## src/rtl/mips_pkg.sv

```systemverilog
// Constants shared by the multicycle MIPS datapath: register file geometry,
// the special register indices and the stack pointer reset value.
package mips_pkg;

  localparam int DATA_W     = 32;
  localparam int REG_ADDR_W = 5;
  localparam int SP_RESET   = 227;

  localparam logic [REG_ADDR_W-1:0] REG_ZERO = 5'd0;
  localparam logic [REG_ADDR_W-1:0] REG_SP   = 5'd29;
  localparam logic [REG_ADDR_W-1:0] REG_RA   = 5'd31;

  // $0 is hardwired: writes to it vanish and reads of it return zero.
  function automatic logic is_zero_reg(input logic [REG_ADDR_W-1:0] idx);
    return idx == REG_ZERO;
  endfunction

endpackage

```

## src/rtl/reg_bank_if.sv

```systemverilog
// Register file port bundle: write-back, two read ports and the A/B operand
// registers, with the control side as master and the register bank as slave.
interface reg_bank_if #(parameter int DATA_W = 32);

  logic              reg_write;
  logic [4:0]        read_reg1;
  logic [4:0]        read_reg2;
  logic [4:0]        write_reg;
  logic [DATA_W-1:0] write_data;
  logic              a_load;
  logic              b_load;
  logic [DATA_W-1:0] read_data1;
  logic [DATA_W-1:0] read_data2;
  logic [DATA_W-1:0] a_out;
  logic [DATA_W-1:0] b_out;

  modport master (
    output reg_write, read_reg1, read_reg2, write_reg, write_data, a_load, b_load,
    input  read_data1, read_data2, a_out, b_out
  );

  modport slave (
    input  reg_write, read_reg1, read_reg2, write_reg, write_data, a_load, b_load,
    output read_data1, read_data2, a_out, b_out
  );

endinterface

```

## src/rtl/reg32_load.sv

```systemverilog
// Load-enabled datapath register with asynchronous active-low clear; used for
// the A/B operand latches and for PC, IR, MDR and ALUOut.
module reg32_load #(
  parameter int DATA_W = 32
) (
  input  logic              clk,
  input  logic              reset,
  input  logic              load,
  input  logic [DATA_W-1:0] d,
  output logic [DATA_W-1:0] q
);

  always_ff @(posedge clk or negedge reset) begin
    if (!reset) begin
      q <= '0;
    end else if (load) begin
      q <= d;
    end
  end

endmodule

```

## src/rtl/reg_bank.sv

```systemverilog
// Architectural register file of the multicycle MIPS datapath: 32 entries,
// two combinational read ports, one write port, plus the A/B operand registers.
module reg_bank #(
  parameter int DATA_W   = mips_pkg::DATA_W,
  parameter int SP_RESET = mips_pkg::SP_RESET
) (
  input logic       clk,
  input logic       reset,
  reg_bank_if.slave bus
);

  import mips_pkg::*;

  logic [DATA_W-1:0] regs [32];

  always_ff @(posedge clk or negedge reset) begin
    if (!reset) begin
      for (int i = 0; i < 32; i++) begin
        regs[i] <= '0;
      end
      regs[REG_SP] <= DATA_W'(SP_RESET);
    end else if (bus.reg_write && !is_zero_reg(bus.write_reg)) begin
      regs[bus.write_reg] <= bus.write_data;
    end
  end

  // No write-to-read bypass: a same-edge write is seen only after the edge,
  // so A/B capture the pre-write contents.
  assign bus.read_data1 = is_zero_reg(bus.read_reg1) ? '0 : regs[bus.read_reg1];
  assign bus.read_data2 = is_zero_reg(bus.read_reg2) ? '0 : regs[bus.read_reg2];

  reg32_load #(.DATA_W(DATA_W)) u_a_reg (
    .clk   (clk),
    .reset (reset),
    .load  (bus.a_load),
    .d     (bus.read_data1),
    .q     (bus.a_out)
  );

  reg32_load #(.DATA_W(DATA_W)) u_b_reg (
    .clk   (clk),
    .reset (reset),
    .load  (bus.b_load),
    .d     (bus.read_data2),
    .q     (bus.b_out)
  );

endmodule
```

## src/flat_wrapper.sv

```systemverilog
// flat-port wrapper written by rule: the top's interface ports become plain ports
module reg_bank_flat import mips_pkg::*;
#(
  parameter int DATA_W   = mips_pkg::DATA_W,
  parameter int SP_RESET = mips_pkg::SP_RESET
)
  (clk, reset, bus_reg_write, bus_read_reg1, bus_read_reg2, bus_write_reg, bus_write_data, bus_a_load, bus_b_load, bus_read_data1, bus_read_data2, bus_a_out, bus_b_out);
  reg_bank_if #(.DATA_W(DATA_W)) bus_i ();
  input logic clk;
  input logic reset;
  input wire logic [$bits(bus_i.reg_write)-1:0] bus_reg_write;
  input wire logic [$bits(bus_i.read_reg1)-1:0] bus_read_reg1;
  input wire logic [$bits(bus_i.read_reg2)-1:0] bus_read_reg2;
  input wire logic [$bits(bus_i.write_reg)-1:0] bus_write_reg;
  input wire logic [$bits(bus_i.write_data)-1:0] bus_write_data;
  input wire logic [$bits(bus_i.a_load)-1:0] bus_a_load;
  input wire logic [$bits(bus_i.b_load)-1:0] bus_b_load;
  output wire logic [$bits(bus_i.read_data1)-1:0] bus_read_data1;
  output wire logic [$bits(bus_i.read_data2)-1:0] bus_read_data2;
  output wire logic [$bits(bus_i.a_out)-1:0] bus_a_out;
  output wire logic [$bits(bus_i.b_out)-1:0] bus_b_out;
  assign bus_i.reg_write = bus_reg_write;
  assign bus_i.read_reg1 = bus_read_reg1;
  assign bus_i.read_reg2 = bus_read_reg2;
  assign bus_i.write_reg = bus_write_reg;
  assign bus_i.write_data = bus_write_data;
  assign bus_i.a_load = bus_a_load;
  assign bus_i.b_load = bus_b_load;
  assign bus_read_data1 = bus_i.read_data1;
  assign bus_read_data2 = bus_i.read_data2;
  assign bus_a_out = bus_i.a_out;
  assign bus_b_out = bus_i.b_out;
  reg_bank #(.DATA_W(DATA_W), .SP_RESET(SP_RESET)) u_core (.clk(clk), .reset(reset), .bus(bus_i));
endmodule
```

## config.mk

```make
export PLATFORM = sky130hd
export DESIGN_NAME = reg_bank_flat
export DESIGN_NICKNAME = d
export VERILOG_FILES = /design/src/rtl/mips_pkg.sv /design/src/rtl/reg_bank_if.sv /design/src/rtl/reg32_load.sv /design/src/rtl/reg_bank.sv /design/src/flat_wrapper.sv
export SDC_FILE = /design/constraint.sdc
export NUM_CORES = 2
export LEC_CHECK = 0
export CELL_PAD_IN_SITES_DETAIL_PLACEMENT = 0
export CELL_PAD_IN_SITES_GLOBAL_PLACEMENT = 1
export CORE_ASPECT_RATIO = 1.1
export CORE_MARGIN = 2
export CORE_UTILIZATION = 45
export DETAILED_ROUTE_END_ITERATION = 12
export PLACE_DENSITY = 0.72
export SETUP_SLACK_MARGIN = 0.3
export SLEW_MARGIN = 40
export SYNTH_ARGS = -nofsm -noshare
export SYNTH_HDL_FRONTEND = slang
export SYNTH_SLANG_ARGS = --single-unit
```

## constraint.sdc

```tcl
create_clock -name clk -period 4.1 [get_ports clk]
set_input_delay 0.41 -clock clk [delete_from_list [all_inputs] [get_ports clk]]
set_output_delay 0.41 -clock clk [all_outputs]
set_load 0.005 [all_outputs]
```

======== Word-level counts from Yosys, hierarchy flattened ========
Cells that the tools add are included.
word-level totals
  word-level logic and storage cells ...... 58
  output and inout port bits .............. 128
  bits in registers ....................... 1088
  input port bits ......................... 52
operators by class
  mux-type cells .......................... 11
  bitwise logic cells ..................... 3
  reduce and logical (&&, ||, !) cells .... 6
  $lt $le $gt $ge ......................... 4
operators by type and width
  cell                                                       number
  bitwise mux 1024 bit                                       1
  binary-select mux 32 bit (select 5 bit)                    2
  two-way mux 32 bit                                         7
  demux 32 bit (select 5 bit)                                1
  greater-or-equal comparator 6 bit (second input constant)  3
  inverter 5 -> 6 bit                                        3
  logical NOT 5 bit                                          3
  < comparator 6 x 1 -> 1 bit (second input constant)        1
  logical AND 1 bit                                          2
  logical NOT 1 bit                                          1

======== Depth between registers and ports, before layout ========
  word-level depth ........................ 6
  depth in mapped cells ................... 10
  mapped depth without buffers ............ 5

======== Cells and area by module ========
A second synthesis with hierarchy kept.
unflattened totals
  cells, all modules ...................... 3798
  area total of the unflattened synthesis .. 56968.4 um2
modules (own cells, without submodules)
  module      times used  cells each  seq. area each (um2)  area an instance (um2)
  reg_bank    1           3662        25630.8               54278.3
  reg32_load  2           68          800.8                 1345.0

======== Worst setup path after synthesis ========
Ideal clock, no wire load.
  kind .................................... input to output
  from .................................... input bus_read_reg2[1]
  to ...................................... output bus_read_data2[30]
  slack ................................... 1.797 ns
  data required time ...................... 3.690 ns
  data arrival time ....................... 1.893 ns
  cell stages on the path ................. 9
  buffers on the path ..................... 4
  path through ............................ buf_4 > buf_4 > buf_4 > buf_2 > mux2i_1 > nand2_1 > a41oi_1 > o21ai_0 > and3_1
between the ends
  word-level cells in the longest chain between the ends .. 5
  elaborated cells on any way between the ends .. 6
  those cells by class .................... mux: 4; bitwise: 1; reduce/logical: 1
RTL lines
  what                                                   line                RTL
  start, declared                                        flat_wrapper.sv:13  input wire logic [$bits(bus_i.read_reg2)-1:0] bus_read_reg2;
  inverter 5 -> 6 bit (implied by the code)              reg_bank.sv:30      assign bus.read_data2 = is_zero_reg(bus.read_reg2) ? '0 : regs[bus.read_reg2];
  binary-select mux 32 bit (select 5 bit)                reg_bank.sv:30
  two-way mux 32 bit (implied by the code) (2 in a row)  reg_bank.sv:30
  two-way mux 32 bit (*)                                 reg_bank.sv:30
  end, declared                                          flat_wrapper.sv:19  output wire logic [$bits(bus_i.read_data2)-1:0] bus_read_data2;
Mark *: on every way between the ends. The rest lies on a longest branch, timed or not. The select of a mux whose other input is x is not followed.

======== Worst setup path after layout ========
  from .................................... input bus_read_reg2[0]
  to ...................................... output bus_read_data2[5]
The elaborated chain is that of the path after synthesis.

==> impl_metrics.yaml <==
placed_design:
  dp_hpwl_mm: 123
  portBuffers: 179
  routabilityCongestion: 0.834
timing:
  period_minus_slack_ns: 3.60
  maxSlewViolCount: 0
  slew_headroom: 0.400
  rsz0062_at_grt: "no"
  period_share: 0.878
  setup_violations: 0
  fmax_mhz: 278
  setup_tns_ns: 0
  worst_pin_slew_ns: 0.898
  hold_viol_final: 0
  skew_ns: 0.0232
final_layout:
  ff_latch_area_um2: 27200
  nNetsFinal: 4515
  layout-drive-gt1-share: 0.393
  fill_cells: 11100
  post-route-util: 0.519
  syn2layout_area_growth_pct: 14.2
  multiInputGateArea_um2: 29100
synth:
  synth-compound-area-share: 0.0742
  avgSynthCellArea_um2: 13.2
  synth_ff_type: "dfrtp_1"
  synth_seq_cells: 1088
  synthSimpleGateAreaFrac: 0.0227
  synth-edff-count: 0
  synth_xor_area_frac: 0
  syn-instance-count: 4427
  async_flop_share: 1.00
  synth-adder-area-share: 0
  yosysUniqueCellTypes: 41
  ys_warn_count: 0
  muxShareOfSynthArea: 0.395
  synthesis.nets: 4479
  synth_top_family_by_area: "multiplexers"
  syn_area_um2: 58500
  ys_seq_area_frac: 0.465
power:
  internal-power_w: 0.0231
  p_seq_frac: 0.445
  irDropWorstVdd_uv: 397
  cellPowerDensity_nw_per_um2: 481
  p_sw_frac: 0.280
  total_leakage_power_nw: 30.2
  power.share.clock: 0.349
  switchingPower_w: 0.00899
  power_frac_comb: 0.205
setup_path:
  start_kind: "primary input"
  worst_ep_arrival_time_ns: 3.19
  slowest_delay_ns: 0.76
  cpLargestDelayFamily: "buffers and inverters"
  worstPathCellList: "buf_6 > nor2_4 > buf_4 > a22oi_1 > a21oi_1 > a2111oi_2 > clkdlybuf4s50_1"
  r2r_slack_ns: 1.96
  critPathSlowestCell: "a2111oi_2"
  path_depth: 7
  r2r-start: "u_core.regs[370]"
  crit_type: "in2out"
  r2r-end: "u_core.u_a_reg.q[18]"
  cp_max_fo: 33
  rr_worst_depth: 5
  cp_num_buf_inv: 3
  end_kind: "primary output"
  required_ns: 3.69
job:
  drv_cap: 0
global_route:
  grt_first_pass_wirelength_mm: 292
  use_met3: 0.0501
  grt_usage: 0.300
  busiest_layer: "met2"
  grtUsageMet1: 0.415
  grt_antenna_before_repair: 19
  grt_max_degree: 123
  grt_overflow: 0
  globalRouteMet2Util: 0.475
  grt_pass1_vias: 41100
floorplan:
  start_util: 0.454
  io_pins: 180
  rows: 138
  core-area_um2: 129000
  die_h_um: 382
  die_area_um2: 133000
  chipWidth_um: 348
routing:
  drt_wl_total_mm: 201
  vias_per_cell: 6.42
  drt-initial-drc-count: 3460
  num_vias: 40200
  drc: 0
  drt_first_pass_iters: 5
  drtAntennaViolNets: 0
  wire_per_inst_um: 32.1
cts:
  root_buffer: "clkbuf_16"
  clockBufferDepth: 3
  holdBufCountCts: 1
  cts_tree: "built"
  cts_made_buffers: 121
  cts_sinks: 1088
  cts_resized: 0
  postCtsSetupRepairBufs: 0
  h-tree-depth: 3
  insertion_delay_ns: 0.72
  cts.clk_slew.worst_paths_ns: 0.06
outcome:
  run_status: "finished, final reports clean"
worst_hold_path:
  hold_class: "in2async"
==> through the flow <==
stage | cells | area (um^2) | hold slack, ns | setup slack [ns] | total power [W]
4_1_cts | 6243 | 66700 | 0.254 | 0.488 | 0.0322
2_1_floorplan | 4427 | 58500 | 0.114 | 1.80 | 0.0186
3_3_place_gp | 6018 | 62700 | 0.384 | 0.500 | 0.0208
5_1_grt | 6250 | 66800 | 0.294 | 0.426 | 0.0335
3_5_place_dp | 6018 | 62600 | 0.388 | 0.487 | 0.0210
6_report | 6252 | 66800 | 0.301 | 0.500 | 0.0321
==> cells in the mapped netlist, types with 3 or more instances <==
cell type | count | share of area
a2111oi_2 | 24 | 0.0062
a21oi_1 | 105 | 0.0090
a22oi_1 | 320 | 0.041
a311oi_2 | 36 | 0.0092
a31oi_1 | 43 | 0.0046
a41oi_1 | 22 | 0.0033
buf_1 | 51 | 0.0033
buf_2 | 107 | 0.0092
buf_4 | 63 | 0.0081
buf_6 | 28 | 0.0054
clkbuf_1 | 235 | 0.015
dfrtp_1 | 1083 | 0.46
dfstp_2 | 5 | 0.0022
mux2_1 | 15 | 0.0029
mux2_2 | 1057 | 0.20
mux2i_1 | 815 | 0.14
mux4_1 | 3 | 0.0013
mux4_2 | 125 | 0.048
nand2_1 | 143 | 0.0092
nand2b_1 | 3 | 0.00032
nand3_1 | 14 | 0.0012
nand4_1 | 26 | 0.0028
nand4b_1 | 3 | 0.00045
nor2_1 | 16 | 0.0010
nor2b_1 | 9 | 0.00096
nor3_1 | 3 | 0.00026
or2_2 | 48 | 0.0051
or3_1 | 5 | 0.00053
==> logic make-up after synthesis <==
family / after synthesis
compound gates: 556
buf+inv: 490
flops: 1088
mux: 2015
simple gates: 278
==> worst max-delay path by stage <==
| stage | startpoint | end | slack, ns |
|---|---|---|---|
| finish | bus_read_reg2[0] | bus_read_data2[5] | 0.50 |
| global route | bus_read_reg1[0] | bus_read_data1[10] | 0.43 |
| CTS | bus_read_reg2[0] | bus_read_data2[0] | 0.49 |
| detailed placement | bus_read_reg2[0] | bus_read_data2[0] | 0.49 |
| global placement | bus_read_reg2[0] | bus_read_data2[0] | 0.50 |
| floorplan | bus_read_reg2[1] | bus_read_data2[30] | 1.80 |
==> flip-flops by register name, summed over array words and instances (netlist names) <==
register / flops
u_core.regs: 1024
u_core.u_a_reg.q: 32
u_core.u_b_reg.q: 32
==> layer usage <==
layer  routed length (um)  vias to the layer above
met2                92900                     1519
met3                12600                      389
li1                     -                    16700
met5                   16                        -
met4                 7310                        2
met1                87800                    21500
==> layout make-up <==
cell class              instances  share of cell area
diodes                          8            0.000300
clock buffers                 194              0.0555
clock inverters                30             0.00586
inverters                       2            0.000112
multi-input cells            2849               0.436
flip-flops and latches       1088               0.408
well taps                    1680              0.0315
repair buffers                401              0.0634
==> power groups by stage <==
stage | combinational (W) | sequential [W] | clock (W)
after floorplan | 0.00464 | 0.0140 | 0
after CTS | 0.00660 | 0.0142 | 0.0114
after global placement | 0.00647 | 0.0143 | 0
after global routing | 0.00710 | 0.0145 | 0.0118
after detailed placement | 0.00657 | 0.0144 | 0
final | 0.00660 | 0.0143 | 0.0112
==> cell usage in the layout, fill, tap and decap left out, types with 16 or more instances in the layout <==
cell | Yosys | routed
a2111oi_2 | 24 | 23
a21oi_1 | 105 | 105
a22oi_1 | 320 | 320
a311oi_2 | 36 | 36
a31oi_1 | 43 | 43
a41oi_1 | 22 | 22
buf_12 | 2 | 73
buf_2 | 107 | 32
buf_4 | 63 | 153
clkbuf_1 | 235 | 37
clkbuf_16 | 0 | 125
clkbuf_8 | 0 | 32
clkdlybuf4s50_1 | 0 | 136
clkinv_2 | 0 | 16
dfrtp_1 | 1083 | 1083
mux2_2 | 1057 | 1057
mux2i_1 | 815 | 815
mux4_2 | 125 | 125
nand2_1 | 143 | 130
nand4_1 | 26 | 26
or2_2 | 48 | 48
No activity file was read; power rests on OpenSTA's default activity.
